File: src/rtl/vga_pkg.sv
// Shared constants for the VGA pattern source: pixel width, pattern modes,
// FSM encoding and the colour-bar palette.
package vga_pkg;

  localparam int PIX_W = 12;

  typedef logic [1:0] mode_t;

  localparam mode_t MODE_SOLID = 2'd0;
  localparam mode_t MODE_BARS  = 2'd1;
  localparam mode_t MODE_GRAD  = 2'd2;
  localparam mode_t MODE_CHECK = 2'd3;

  localparam logic [0:0] IDLE   = 1'b0;
  localparam logic [0:0] STREAM = 1'b1;

  // Classic SMPTE-style order, left to right across the line.
  localparam logic [PIX_W-1:0] BAR_COLORS [8] = '{
    12'hFFF, 12'hFF0, 12'h0FF, 12'h0F0,
    12'hF0F, 12'hF00, 12'h00F, 12'h000
  };

  function automatic logic [PIX_W-1:0] bar_color(input logic [2:0] idx);
    return BAR_COLORS[idx];
  endfunction

endpackage

File: src/rtl/vga_raster_counter.sv
// Raster position generator: x/y coordinates plus a divider-free bar index
// built from a bar-width counter that wraps every H_ACTIVE/8 pixels.
module vga_raster_counter #(
  parameter int H_ACTIVE = 640,
  parameter int V_ACTIVE = 480,
  parameter int CNT_W    = 10
) (
  input  logic             clk,
  input  logic             rst_n,
  input  logic             advance,
  input  logic             clear,
  output logic [CNT_W-1:0] x,
  output logic [CNT_W-1:0] y,
  output logic [2:0]       bar_idx,
  output logic             end_of_line,
  output logic             end_of_frame
);

  localparam int               BAR_W  = H_ACTIVE / 8;
  localparam logic [CNT_W-1:0] X_MAX  = CNT_W'(H_ACTIVE - 1);
  localparam logic [CNT_W-1:0] Y_MAX  = CNT_W'(V_ACTIVE - 1);
  localparam logic [CNT_W-1:0] BW_MAX = CNT_W'(BAR_W - 1);

  logic [CNT_W-1:0] x_q, x_d;
  logic [CNT_W-1:0] y_q, y_d;
  logic [CNT_W-1:0] bw_q, bw_d;
  logic [2:0]       bar_q, bar_d;

  assign end_of_line  = (x_q == X_MAX);
  assign end_of_frame = end_of_line && (y_q == Y_MAX);

  always_comb begin
    x_d   = x_q;
    y_d   = y_q;
    bw_d  = bw_q;
    bar_d = bar_q;
    if (clear) begin
      x_d   = '0;
      y_d   = '0;
      bw_d  = '0;
      bar_d = '0;
    end else if (advance) begin
      if (end_of_line) begin
        x_d   = '0;
        bw_d  = '0;
        bar_d = '0;
        y_d   = end_of_frame ? '0 : y_q + 1'b1;
      end else begin
        x_d = x_q + 1'b1;
        // Bar index steps each time the width counter completes one bar.
        if (bw_q == BW_MAX) begin
          bw_d  = '0;
          bar_d = bar_q + 3'd1;
        end else begin
          bw_d = bw_q + 1'b1;
        end
      end
    end
  end

  always_ff @(posedge clk or negedge rst_n) begin
    if (!rst_n) begin
      x_q   <= '0;
      y_q   <= '0;
      bw_q  <= '0;
      bar_q <= '0;
    end else begin
      x_q   <= x_d;
      y_q   <= y_d;
      bw_q  <= bw_d;
      bar_q <= bar_d;
    end
  end

  assign x       = x_q;
  assign y       = y_q;
  assign bar_idx = bar_q;

endmodule

File: src/rtl/axi4_vga_pattern_src.sv
// AXI4-Stream test-pattern master for the VGA sink: one beat per pixel in
// raster order, TLAST at end of line, frames always streamed to completion.
module axi4_vga_pattern_src
  import vga_pkg::*;
#(
  parameter int H_ACTIVE = 640,
  parameter int V_ACTIVE = 480,
  parameter int CNT_W    = 10
) (
  input  logic             clk,
  input  logic             reset,
  input  logic             enable,
  input  logic [1:0]       mode,
  input  logic [11:0]      color,
  input  logic             ready,
  output logic [PIX_W-1:0] data,
  output logic             valid,
  output logic             last,
  output logic             frame_done
);

  logic [0:0]       state_q, state_d;
  logic             valid_q, valid_d;
  logic             last_q;
  logic             eof_q;
  logic             fd_q, fd_d;
  logic [PIX_W-1:0] data_q;
  mode_t            mode_q;
  logic [11:0]      color_q;

  logic             load;
  logic             relatch;
  logic             stop;
  logic             accept;

  logic [CNT_W-1:0] x_w, y_w;
  logic [2:0]       bar_w;
  logic             eol_w, eof_w;

  mode_t            mode_sel;
  logic [11:0]      color_sel;
  logic [15:0]      x_ext, y_ext;
  logic [PIX_W-1:0] pix;
  logic             unused_ok;

  // The counters always point at the next pixel to be loaded into the output
  // registers, so a load and an advance happen on the same edge.
  vga_raster_counter #(
    .H_ACTIVE (H_ACTIVE),
    .V_ACTIVE (V_ACTIVE),
    .CNT_W    (CNT_W)
  ) u_raster (
    .clk          (clk),
    .rst_n        (reset),
    .advance      (load),
    .clear        (stop),
    .x            (x_w),
    .y            (y_w),
    .bar_idx      (bar_w),
    .end_of_line  (eol_w),
    .end_of_frame (eof_w)
  );

  assign accept = valid_q && ready;

  always_comb begin
    state_d = state_q;
    valid_d = valid_q;
    fd_d    = 1'b0;
    load    = 1'b0;
    relatch = 1'b0;
    stop    = 1'b0;
    case (state_q)
      IDLE: begin
        if (enable) begin
          state_d = STREAM;
          valid_d = 1'b1;
          load    = 1'b1;
          relatch = 1'b1;
        end
      end
      default: begin
        if (accept) begin
          if (eof_q) begin
            fd_d = 1'b1;
            if (enable) begin
              load    = 1'b1;
              relatch = 1'b1;
            end else begin
              state_d = IDLE;
              valid_d = 1'b0;
              stop    = 1'b1;
            end
          end else begin
            load = 1'b1;
          end
        end
      end
    endcase
  end

  // A frame's first pixel must already use the freshly latched mode/colour.
  assign mode_sel  = relatch ? mode  : mode_q;
  assign color_sel = relatch ? color : color_q;
  assign x_ext     = 16'(x_w);
  assign y_ext     = 16'(y_w);
  assign unused_ok = ^{x_ext, y_ext};

  always_comb begin
    pix = '0;
    case (mode_sel)
      MODE_SOLID: pix = color_sel;
      MODE_BARS:  pix = bar_color(bar_w);
      MODE_GRAD:  pix = {x_ext[7:4], y_ext[7:4], x_ext[7:4] ^ y_ext[7:4]};
      default:    pix = (x_ext[5] ^ y_ext[5]) ? 12'hFFF : 12'h000;
    endcase
  end

  always_ff @(posedge clk or negedge reset) begin
    if (!reset) begin
      state_q <= IDLE;
      valid_q <= 1'b0;
      fd_q    <= 1'b0;
      last_q  <= 1'b0;
      eof_q   <= 1'b0;
      data_q  <= '0;
      mode_q  <= MODE_SOLID;
      color_q <= '0;
    end else begin
      state_q <= state_d;
      valid_q <= valid_d;
      fd_q    <= fd_d;
      if (relatch) begin
        mode_q  <= mode;
        color_q <= color;
      end
      if (load) begin
        data_q <= pix;
        last_q <= eol_w;
        eof_q  <= eof_w;
      end else if (stop) begin
        last_q <= 1'b0;
        eof_q  <= 1'b0;
      end
    end
  end

  assign data       = data_q;
  assign valid      = valid_q;
  assign last       = last_q;
  assign frame_done = fd_q;

endmodule

File: config.mk
export PLATFORM = sky130hd
export DESIGN_NAME = axi4_vga_pattern_src
export DESIGN_NICKNAME = d
export VERILOG_FILES = /design/src/rtl/vga_pkg.sv /design/src/rtl/vga_raster_counter.sv /design/src/rtl/axi4_vga_pattern_src.sv
export SDC_FILE = /design/constraint.sdc
export NUM_CORES = 1
export LEC_CHECK = 0
export CORE_AREA = 5 5 85 87
export CTS_BUF_LIST = sky130_fd_sc_hd__clkbuf_4
export DETAILED_ROUTE_END_ITERATION = 8
export DIE_AREA = 0 0 90 92
export PLACE_DENSITY = 0.76
export SLEW_MARGIN = 25
export SYNTH_ARGS = -nofsm -noshare
export SYNTH_HDL_FRONTEND = slang
export SYNTH_SLANG_ARGS = --single-unit
File: constraint.sdc
create_clock -name clk -period 2.22 [get_ports clk]
set_input_delay 0.333 -clock clk [delete_from_list [all_inputs] [get_ports clk]]
set_output_delay 0.333 -clock clk [all_outputs]
set_load 0.02 [all_outputs]
==> report_table.html, run 1 <==
<table>
<tr><th>Metric</th><th>Value</th></tr>
<tr><th colspan="2">Job</th></tr>
<tr><td>Number of maximum-capacitance violations</td><td>0</td></tr>
<tr><th colspan="2">Finish</th></tr>
<tr><td>Finished Core Util</td><td>0.666</td></tr>
<tr><td>Area grow syn2layout</td><td>22.7%</td></tr>
<tr><td>Fraction of layout instances using a drive strength above 1</td><td>0.149</td></tr>
<tr><td>Register cell area after layout</td><td>1600 um^2</td></tr>
<tr><td>Multi-input logic area</td><td>between 1500 and 2000 um^2</td></tr>
<tr><td>Diodes inserted</td><td>0</td></tr>
<tr><td>Final net count</td><td>467</td></tr>
<tr><td>Number of filler cells placed in the layout</td><td>549</td></tr>
<tr><th colspan="2">Routing</th></tr>
<tr><td>Number of vias in the routed layout</td><td>3128</td></tr>
<tr><td>TritonRoute pass-1 iters</td><td>5</td></tr>
<tr><td>Routed wire length</td><td>approximately 9000 um</td></tr>
<tr><td>Number of design-rule violations left by the first detailed-router iteration</td><td>188</td></tr>
<tr><td>Routed vias/inst</td><td>approximately 5.9</td></tr>
<tr><td>Remaining routing DRC violations</td><td>0</td></tr>
<tr><td>Antenna violation net count after detailed routing</td><td>0</td></tr>
<tr><td>WL per Instance</td><td>16.7 um</td></tr>
<tr><th colspan="2">Placed design</th></tr>
<tr><td>Post-placement worst setup slack</td><td>-0.00874 ns</td></tr>
<tr><td>Port Buf Inserts</td><td>32</td></tr>
<tr><td>Final estimated routing congestion in global placement</td><td>between 0.8 and 0.9</td></tr>
<tr><td>Detail Placement HPWL</td><td>around 6500 um</td></tr>
<tr><th colspan="2">Logic synthesis</th></tr>
<tr><td>Most instantiated flip-flop cell in the synthesis netlist</td><td>sky130_fd_sc_hd__dfrtp_1</td></tr>
<tr><td>Cell area after technology mapping</td><td>3410 um^2</td></tr>
<tr><td>Average cell area after synthesis</td><td>8.99 um^2</td></tr>
<tr><td>Cell count after synthesis</td><td>379</td></tr>
<tr><td>Area contributors post-synth</td><td>sky130_fd_sc_hd__dfrtp_1 47%, sky130_fd_sc_hd__nand2_1 8.3%, sky130_fd_sc_hd__o21ai_0 4.3%, sky130_fd_sc_hd__nor2_1 3.9%, sky130_fd_sc_hd__nand3_1 3.2%</td></tr>
<tr><td>Number of enable-type register cells in the synthesized netlist</td><td>0</td></tr>
<tr><td>Sequential area share after synthesis</td><td>0.470</td></tr>
<tr><td>Area share of the largest cell type after synthesis</td><td>0.470</td></tr>
<tr><td>Register bit total from synthesis</td><td>64</td></tr>
<tr><td>Post-synthesis cell type count</td><td>62</td></tr>
<tr><td>Syn_nets</td><td>roughly 400</td></tr>
<tr><td>Share of async-settable or async-resettable flops after synthesis</td><td>1.00</td></tr>
<tr><td>Post-synth top area cell</td><td>sky130_fd_sc_hd__dfrtp_1</td></tr>
<tr><td>Count of yosys warnings during synthesis</td><td>0</td></tr>
<tr><th colspan="2">Critical path</th></tr>
<tr><td>Launch point of the worst path</td><td>u_raster.x[7]</td></tr>
<tr><td>Reg-to-reg critical path endpoint</td><td>u_raster.y[5]</td></tr>
<tr><td>Worst Path Max Fanout</td><td>4</td></tr>
<tr><td>Critical Path Sink Type</td><td>register</td></tr>
<tr><td>Critical register-to-register path startpoint</td><td>u_raster.x[7]</td></tr>
<tr><td>Category of the worst setup path launch point</td><td>register</td></tr>
<tr><td>Worst-case reg-to-reg path depth</td><td>5</td></tr>
<tr><td>Data required time of the critical path</td><td>2.53 ns</td></tr>
<tr><td>Reg-to-reg setup timing slack</td><td>0.09 ns</td></tr>
<tr><td>Data arrival time at the worst-slack endpoint</td><td>2.44 ns</td></tr>
<tr><td>Startpoint-to-endpoint class of the critical path</td><td>register to register</td></tr>
<tr><th colspan="2">CTS</th></tr>
<tr><td>Max clock buf depth</td><td>2</td></tr>
<tr><td>Root buffer cell</td><td>sky130_fd_sc_hd__clkbuf_4</td></tr>
<tr><td>Post-cts gate resize count</td><td>0</td></tr>
<tr><td>CTS H-Tree Depth</td><td>3</td></tr>
<tr><td>Post-CTS setup repair buffer count</td><td>0</td></tr>
<tr><td>Clock latency at the later pin of the worst-skew pair</td><td>0.42 ns</td></tr>
<tr><td>Clock buffer count from CTS</td><td>9</td></tr>
<tr><td>CTS sink cnt</td><td>64</td></tr>
<tr><td>Hold bufs inserted after CTS</td><td>1</td></tr>
<tr><td>Clock slew at the register clock pins of the worst setup and hold paths</td><td>0.11 ns</td></tr>
<tr><td>TritonCTS clock tree</td><td>built</td></tr>
<tr><th colspan="2">Global route</th></tr>
<tr><td>Number of global-route vias before repair</td><td>roughly 3000</td></tr>
<tr><td>Total routing resource utilization after global routing</td><td>0.220</td></tr>
<tr><td>Antenna violations before repair</td><td>0</td></tr>
<tr><td>GRT overflow</td><td>0</td></tr>
<tr><td>Largest net degree at the start of global routing</td><td>46</td></tr>
<tr><td>First-pass GRT wire length</td><td>14800 um</td></tr>
<tr><th colspan="2">Die</th></tr>
<tr><td>Die footprint</td><td>8280 um^2</td></tr>
<tr><td>Area of the core</td><td>6280 um^2</td></tr>
<tr><td>Y dimension of the die</td><td>approximately 92 um</td></tr>
<tr><td>Starting utilization of the core area</td><td>0.543</td></tr>
<tr><td>DIE WIDTH</td><td>90 um</td></tr>
<tr><td>Cell Rows</td><td>29</td></tr>
<tr><td>Count of pins on the block boundary</td><td>33</td></tr>
<tr><th colspan="2">Worst hold path</th></tr>
<tr><td>Class of the most critical hold timing path</td><td>input pin to asynchronous set/reset pin</td></tr>
<tr><th colspan="2">Power</th></tr>
<tr><td>Maximum vdd ir drop</td><td>0.600 mV</td></tr>
<tr><td>Power per cell area</td><td>731 nW/um^2</td></tr>
<tr><td>Leakage power figure</td><td>1.85 nW</td></tr>
<tr><th colspan="2">Timing</th></tr>
<tr><td>Final setup violation count</td><td>0</td></tr>
<tr><td>Period Utilization, post-route</td><td>0.960</td></tr>
<tr><td>PnR worst setup slack</td><td>between 0.08 and 0.09 ns</td></tr>
<tr><td>Max Clock Freq</td><td>between 400 and 500 MHz</td></tr>
<tr><td>Final hold violations</td><td>0</td></tr>
<tr><td>Post-layout min period</td><td>around 2.1 ns</td></tr>
<tr><td>Tightest slew margin relative to the limit</td><td>0.595</td></tr>
<tr><td>Max-slew violation total from the final report</td><td>0</td></tr>
<tr><td>Transition time of the tightest slew-check pin</td><td>0.608 ns</td></tr>
<tr><td>Fin Hold WS</td><td>approximately 0.4 ns</td></tr>
<tr><td>Total negative slack for setup checks</td><td>0 ns</td></tr>
<tr><td>Setup repair after global routing missed its margin</td><td>no</td></tr>
<tr><td>Setup Skew</td><td>between 0.01 and 0.015 ns</td></tr>
<tr><th colspan="2">Run status</th></tr>
<tr><td>Status</td><td>finished clean</td></tr>
</table>
==> critical path, stage by stage, from the launching register on <==
cell	delay, ns
sky130_fd_sc_hd__dfrtp_1	0.45
sky130_fd_sc_hd__or2b_2	0.32
sky130_fd_sc_hd__or4_1	0.51
sky130_fd_sc_hd__a21oi_4	0.25
sky130_fd_sc_hd__nand2_1	0.17
sky130_fd_sc_hd__o41ai_2	0.33
==> registers in the layout (all words and copies together) (netlist names) <==
signal / flops
color_q: 12
data: 12
u_raster.bw_q: 10
u_raster.x: 10
u_raster.y: 10
u_raster.bar_idx: 3
mode_q: 2
eof_q: 1
frame_done: 1
last: 1
state_q: 1
valid: 1
==> per-layer routing <==
layer	vias to the layer above	GRT usage	share of wire
met3	15	0.0524	0.061
met2	109	0.345	0.47
met1	1517	0.296	0.45
met4	0	0.0881	0.019
met5	-	0	0
li1	1487	-	-
==> logic make-up after synthesis <==
| family | count (synthesis) | synth area share |
|---|---|---|
| simple gates | 182 | 0.253 |
| compound gates | 84 | 0.175 |
| flops | 64 | 0.470 |
| buf+inv | 26 | 0.0371 |
| xor+xnor | 18 | 0.0463 |
| fa+ha+maj | 4 | 0.0147 |
| mux | 1 | 0.00404 |
==> Yosys cell counts, drive strengths merged, types with 3 or more instances <==
cell	count
a21oi	7
nand4	8
clkbuf	14
and3	4
o21ai	31
nand3b	3
xor2	9
nand3	23
inv	7
ha	4
a21o	3
nand2	75
or3	6
nand4b	3
o2111ai	6
nor3b	3
buf	5
xnor2	9
and2	3
o31ai	5
nor3	9
dfrtp	64
a31oi	5
a22o	3
nor2	35
o211ai	6
==> through the flow <==
stage / power (mW) / instances / instance area, um^2
floorplan: 1.91 / 379 / 3410
global placement: 2.26 / 510 / 4040
detailed placement: 2.29 / 510 / 4040
CTS: 3.07 / 527 / 4180
global route: 3.23 / 527 / 4180
finish: 3.06 / 527 / 4180
==> cell usage in the layout, fill, tap and decap left out, types with 6 or more instances in the layout <==
master,instances
sky130_fd_sc_hd__a21oi_1,6
sky130_fd_sc_hd__buf_4,40
sky130_fd_sc_hd__clkbuf_4,11
sky130_fd_sc_hd__clkdlybuf4s50_1,31
sky130_fd_sc_hd__dfrtp_1,64
sky130_fd_sc_hd__inv_1,7
sky130_fd_sc_hd__nand2_1,75
sky130_fd_sc_hd__nand3_1,22
sky130_fd_sc_hd__nand4_1,7
sky130_fd_sc_hd__nor2_1,35
sky130_fd_sc_hd__nor3_1,9
sky130_fd_sc_hd__o2111ai_1,6
sky130_fd_sc_hd__o211ai_1,6
sky130_fd_sc_hd__o21ai_0,29
sky130_fd_sc_hd__or3_1,6
sky130_fd_sc_hd__xnor2_1,9
sky130_fd_sc_hd__xor2_1,9
==> cell type report <==
type                       instances  share of cell area
clock buffer                      11              0.0198
multi-input combinational        289               0.402
tap                               77              0.0231
clock inverter                     5              0.0114
sequential                        64               0.383
inverter                           7             0.00629
timing repair buffer              74               0.154
==> how the worst max path moves through the flow <==
stage	to	slack, ns	cells after the start
5_1_grt	u_raster.y[5]	0.01	5
6_report	u_raster.y[5]	0.09	5
3_3_place_gp	data[8]	0.10	7
2_1_floorplan	u_raster.y[5]	0.25	6
4_1_cts	u_raster.y[5]	0.10	5
3_5_place_dp	u_raster.y[5]	-0.009	7
==> power breakdown <==
group / switching, mW / leakage [nW] / internal [mW]
clock: 0.424 / 0.0757 / 0.358
sequential: 0.168 / 0.809 / 1.34
combinational: 0.396 / 0.965 / 0.369
total: 0.988 / 1.85 / 2.07
Note: power is estimated with default switching activity, not from simulation.
==> run 2, diff against run 1 <==
--- a/config.mk
+++ b/config.mk
@@ -5,6 +5,7 @@
 export SDC_FILE = /design/constraint.sdc
 export NUM_CORES = 1
 export LEC_CHECK = 0
+export CAP_MARGIN = 10
 export CORE_AREA = 5 5 85 87
 export CTS_BUF_LIST = sky130_fd_sc_hd__clkbuf_4
 export DETAILED_ROUTE_END_ITERATION = 8
==> constraint.sdc (replaced) <==
create_clock -name clk -period 2.35 [get_ports clk]
set_input_delay 0.3525 -clock clk [delete_from_list [all_inputs] [get_ports clk]]
set_output_delay 0.3525 -clock clk [all_outputs]
set_load 0.02 [all_outputs]
==> run 2 against run 1 <==
Effect of this change:
- combinational power decreased by 17%
- utilization decreased by 2.3 points
- maximum frequency decreased by 4.4%
- flip-flop and latch count unchanged
- die area unchanged
- setup slack improved by 0.032 ns
- critical path depth increased by 1
- clock skew increased by 0.0054 ns
- cell count decreased by 3.2%
- worst hold slack got worse by 0.29 ns
- sequential share of layout area increased by 1.3 points
- clock power decreased by 7.5%
- largest power group unchanged
==> report_table.html, run 2 (synthesized netlist as in run 1, its figures left out) <==
<table>
<tr><th>Metric</th><th>Value</th></tr>
<tr><th colspan="2">Finish</th></tr>
<tr><td>Final net count</td><td>451 (-3.4%)</td></tr>
<tr><td>Number of filler cells placed in the layout</td><td>532 (-3.1%)</td></tr>
<tr><td>Leading cell type in the layout, fill and taps excluded</td><td>sky130_fd_sc_hd__nand2_1</td></tr>
<tr><td>Diodes inserted</td><td>0 (unchanged)</td></tr>
<tr><td>Area grow syn2layout</td><td>18.5%</td></tr>
<tr><td>Commonest cells after routing, fill and taps aside</td><td>75 x sky130_fd_sc_hd__nand2_1, 64 x sky130_fd_sc_hd__dfrtp_1, 35 x sky130_fd_sc_hd__nor2_1, 31 x sky130_fd_sc_hd__clkdlybuf4s50_1, 29 x sky130_fd_sc_hd__o21ai_0</td></tr>
<tr><td>Fraction of layout instances using a drive strength above 1</td><td>0.120 (-0.0288)</td></tr>
<tr><th colspan="2">Critical path</th></tr>
<tr><td>Worst Path Max Fanout</td><td>5 (+1)</td></tr>
<tr><td>Data required time of the critical path</td><td>2.65 ns (+0.12 ns)</td></tr>
<tr><td>CP max stage cell</td><td>sky130_fd_sc_hd__or4_1</td></tr>
<tr><td>Data arrival time at the worst-slack endpoint</td><td>2.53 ns (+0.09 ns)</td></tr>
<tr><td>Worst-case reg-to-reg path depth</td><td>6 (+1)</td></tr>
<tr><td>Critical Path Sink Type</td><td>register</td></tr>
<tr><td>Critical path buffer and inverter count</td><td>0 (unchanged)</td></tr>
<tr><td>Category of the worst setup path launch point</td><td>register</td></tr>
<tr><td>CP Capture Point</td><td>u_raster.y[5]</td></tr>
<tr><td>Largest stage delay on the critical path</td><td>0.66 ns (+0.15 ns)</td></tr>
<tr><td>Launch point of the worst path</td><td>u_raster.x[0]</td></tr>
<tr><td>Critical register-to-register path startpoint</td><td>u_raster.x[0]</td></tr>
<tr><td>Reg-to-reg setup timing slack</td><td>0.12 ns (+0.03 ns)</td></tr>
<tr><td>Total stage count of the critical path</td><td>6 (+1)</td></tr>
<tr><td>Reg-to-reg critical path endpoint</td><td>u_raster.y[5]</td></tr>
<tr><td>Critical Path Most Common Cell</td><td>sky130_fd_sc_hd__nand2_1</td></tr>
<tr><td>Startpoint-to-endpoint class of the critical path</td><td>register to register</td></tr>
<tr><td>Crit path cell chain</td><td>ha_1 -&gt; nand2_1 -&gt; or4_1 -&gt; a21oi_4 -&gt; nand2_1 -&gt; o41ai_2</td></tr>
<tr><td>Cell class contributing the biggest share of worst-path delay</td><td>simple AND/OR/NAND/NOR gates</td></tr>
<tr><th colspan="2">Die</th></tr>
<tr><td>Starting utilization of the core area</td><td>0.543 (unchanged)</td></tr>
<tr><td>Area of the core</td><td>6280 um^2 (unchanged)</td></tr>
<tr><td>DIE WIDTH</td><td>90 um (unchanged)</td></tr>
<tr><td>Die footprint</td><td>8280 um^2 (unchanged)</td></tr>
<tr><td>Y dimension of the die</td><td>92 um (unchanged)</td></tr>
<tr><td>Cell Rows</td><td>29 (unchanged)</td></tr>
<tr><td>Count of pins on the block boundary</td><td>33 (unchanged)</td></tr>
<tr><th colspan="2">Timing</th></tr>
<tr><td>Fin Hold WS</td><td>0.114 ns (-0.294 ns)</td></tr>
<tr><td>Final setup violation count</td><td>0 (unchanged)</td></tr>
<tr><td>Final hold violations</td><td>0 (unchanged)</td></tr>
<tr><td>Tightest slew margin relative to the limit</td><td>0.468 (-0.127)</td></tr>
<tr><td>Setup repair after global routing missed its margin</td><td>no</td></tr>
<tr><td>Max-slew violation total from the final report</td><td>0 (unchanged)</td></tr>
<tr><td>Setup Skew</td><td>0.0194 ns (+0.00535 ns)</td></tr>
<tr><td>Post-layout min period</td><td>2.23 ns (+0.0983 ns)</td></tr>
<tr><td>Max Clock Freq</td><td>449 MHz (-4.4%)</td></tr>
<tr><td>Transition time of the tightest slew-check pin</td><td>0.799 ns (+0.191 ns)</td></tr>
<tr><td>Period Utilization, post-route</td><td>0.948 (-0.0113)</td></tr>
<tr><td>Total negative slack for setup checks</td><td>0 ns (unchanged)</td></tr>
<tr><th colspan="2">CTS</th></tr>
<tr><td>TritonCTS clock tree</td><td>built</td></tr>
<tr><td>Post-CTS setup repair buffer count</td><td>0 (unchanged)</td></tr>
<tr><td>Clock buffer count from CTS</td><td>9 (unchanged)</td></tr>
<tr><td>CTS sink cnt</td><td>64 (unchanged)</td></tr>
<tr><td>CTS H-Tree Depth</td><td>3 (unchanged)</td></tr>
<tr><td>Clock slew at the register clock pins of the worst setup and hold paths</td><td>0.11 ns (about the same)</td></tr>
<tr><td>Root buffer cell</td><td>sky130_fd_sc_hd__clkbuf_4</td></tr>
<tr><td>Max clock buf depth</td><td>2 (unchanged)</td></tr>
<tr><td>Post-cts gate resize count</td><td>0 (unchanged)</td></tr>
<tr><td>Hold bufs inserted after CTS</td><td>0 (-1)</td></tr>
<tr><td>Clock latency at the later pin of the worst-skew pair</td><td>0.40 ns (-0.02 ns)</td></tr>
<tr><th colspan="2">Routing</th></tr>
<tr><td>Routed wire length</td><td>8450 um (-4.3%)</td></tr>
<tr><td>WL per Instance</td><td>16.6 um (-1.1%)</td></tr>
<tr><td>Number of design-rule violations left by the first detailed-router iteration</td><td>214 (+14%)</td></tr>
<tr><td>Number of vias in the routed layout</td><td>3046 (-2.6%)</td></tr>
<tr><td>Routed vias/inst</td><td>5.97 (+0.62%)</td></tr>
<tr><td>TritonRoute pass-1 iters</td><td>5 (unchanged)</td></tr>
<tr><td>Antenna violation net count after detailed routing</td><td>0 (unchanged)</td></tr>
<tr><td>Remaining routing DRC violations</td><td>0 (unchanged)</td></tr>
<tr><th colspan="2">Global route</th></tr>
<tr><td>GRT overflow</td><td>0 (unchanged)</td></tr>
<tr><td>Largest net degree at the start of global routing</td><td>65 (+41%)</td></tr>
<tr><td>Global-route met2 utilization</td><td>0.329 (-0.0159)</td></tr>
<tr><td>Met1 track demand over resource</td><td>0.290 (-0.00563)</td></tr>
<tr><td>Total routing resource utilization after global routing</td><td>0.209 (-0.0110)</td></tr>
<tr><td>Global routing usage on met3</td><td>0.0352 (-0.0172)</td></tr>
<tr><td>First-pass GRT wire length</td><td>14300 um (-3.0%)</td></tr>
<tr><td>Busiest grt layer</td><td>met2</td></tr>
<tr><td>Number of global-route vias before repair</td><td>2968 (-1.8%)</td></tr>
<tr><td>Antenna violations before repair</td><td>0 (unchanged)</td></tr>
<tr><th colspan="2">Placed design</th></tr>
<tr><td>Detail Placement HPWL</td><td>6130 um (-5.6%)</td></tr>
<tr><td>Final estimated routing congestion in global placement</td><td>0.888 (+0.85%)</td></tr>
<tr><td>Port Buf Inserts</td><td>32 (unchanged)</td></tr>
<tr><th colspan="2">Power</th></tr>
<tr><td>Leakage power figure</td><td>1.77 nW (-4.5%)</td></tr>
<tr><td>Maximum vdd ir drop</td><td>0.572 mV (-4.7%)</td></tr>
<tr><td>Power per cell area</td><td>696 nW/um^2 (-4.8%)</td></tr>
<tr><th colspan="2">Run status</th></tr>
<tr><td>Status</td><td>finished clean</td></tr>
<tr><th colspan="2">Worst hold path</th></tr>
<tr><td>Class of the most critical hold timing path</td><td>input pin to asynchronous set/reset pin</td></tr>
<tr><th colspan="2">Job</th></tr>
<tr><td>Number of maximum-capacitance violations</td><td>0 (unchanged)</td></tr>
</table>
==> run 2: changes by cell type in the layout (fill, tap and decap cells not counted) <==
cell                            before  now
sky130_fd_sc_hd__buf_12              1    0
sky130_fd_sc_hd__clkinv_2            2    3
sky130_fd_sc_hd__clkinv_1            2    1
sky130_fd_sc_hd__dlygate4sd3_1       1    0
sky130_fd_sc_hd__clkbuf_4           11   10
sky130_fd_sc_hd__buf_4              40   26
==> run 2: final cells by class <==
type / instances / area [um^2] / share of cell area
well taps: 77 / 96.3 / 0.0239
inverters: 7 / 26.3 / 0.00651
flip-flops and latches: 64 / 1600 / 0.397
repair buffers: 58 / 510 / 0.126
clock buffers: 10 / 75.1 / 0.0186
clock inverters: 5 / 48.8 / 0.0121
multi-input cells: 289 / 1680 / 0.416
==> run 2: stage by stage <==
| step | setup slack (ns) | util | cell area [um^2] | cells | power [mW] |
|---|---|---|---|---|---|
| final | 0.121 | 0.643 | 4040 | 510 | 2.81 |
| after global placement | 0.116 | 0.623 | 3910 | 495 | 2.08 |
| after floorplan | 0.382 | - | 3410 | 379 | 1.81 |
| after global routing | 0.0333 | 0.643 | 4040 | 510 | 2.96 |
| after detailed placement | 0.101 | 0.623 | 3910 | 495 | 2.10 |
| after CTS | 0.151 | 0.643 | 4040 | 510 | 2.82 |
==> run 2: worst min path at each step <==
| stage | startpoint | end | slack (ns) |
|---|---|---|---|
| finish | reset | u_raster.bw_q[6] | 0.11 |
| global route | reset | u_raster.bw_q[6] | 0.17 |
| CTS | reset | u_raster.bw_q[6] | 0.14 |
| detailed placement | color_q[11] | color_q[11] | 0.46 |
| global placement | color_q[10] | color_q[10] | 0.45 |
| floorplan | reset | color_q[0] | 0.06 |
==> run 2: metal layers <==
layer  wire, um  vias up
li1           -     1456
met3        466       19
met4        120        0
met1       3940     1466
met2       3920      105
met5          0        -
==> run 2: power breakdown <==
| group | internal, mW | total [mW] | switching (mW) |
|---|---|---|---|
| Sequential | 1.27 | 1.45 | 0.185 |
| Combinational | 0.303 | 0.637 | 0.334 |
| Clock | 0.323 | 0.723 | 0.400 |
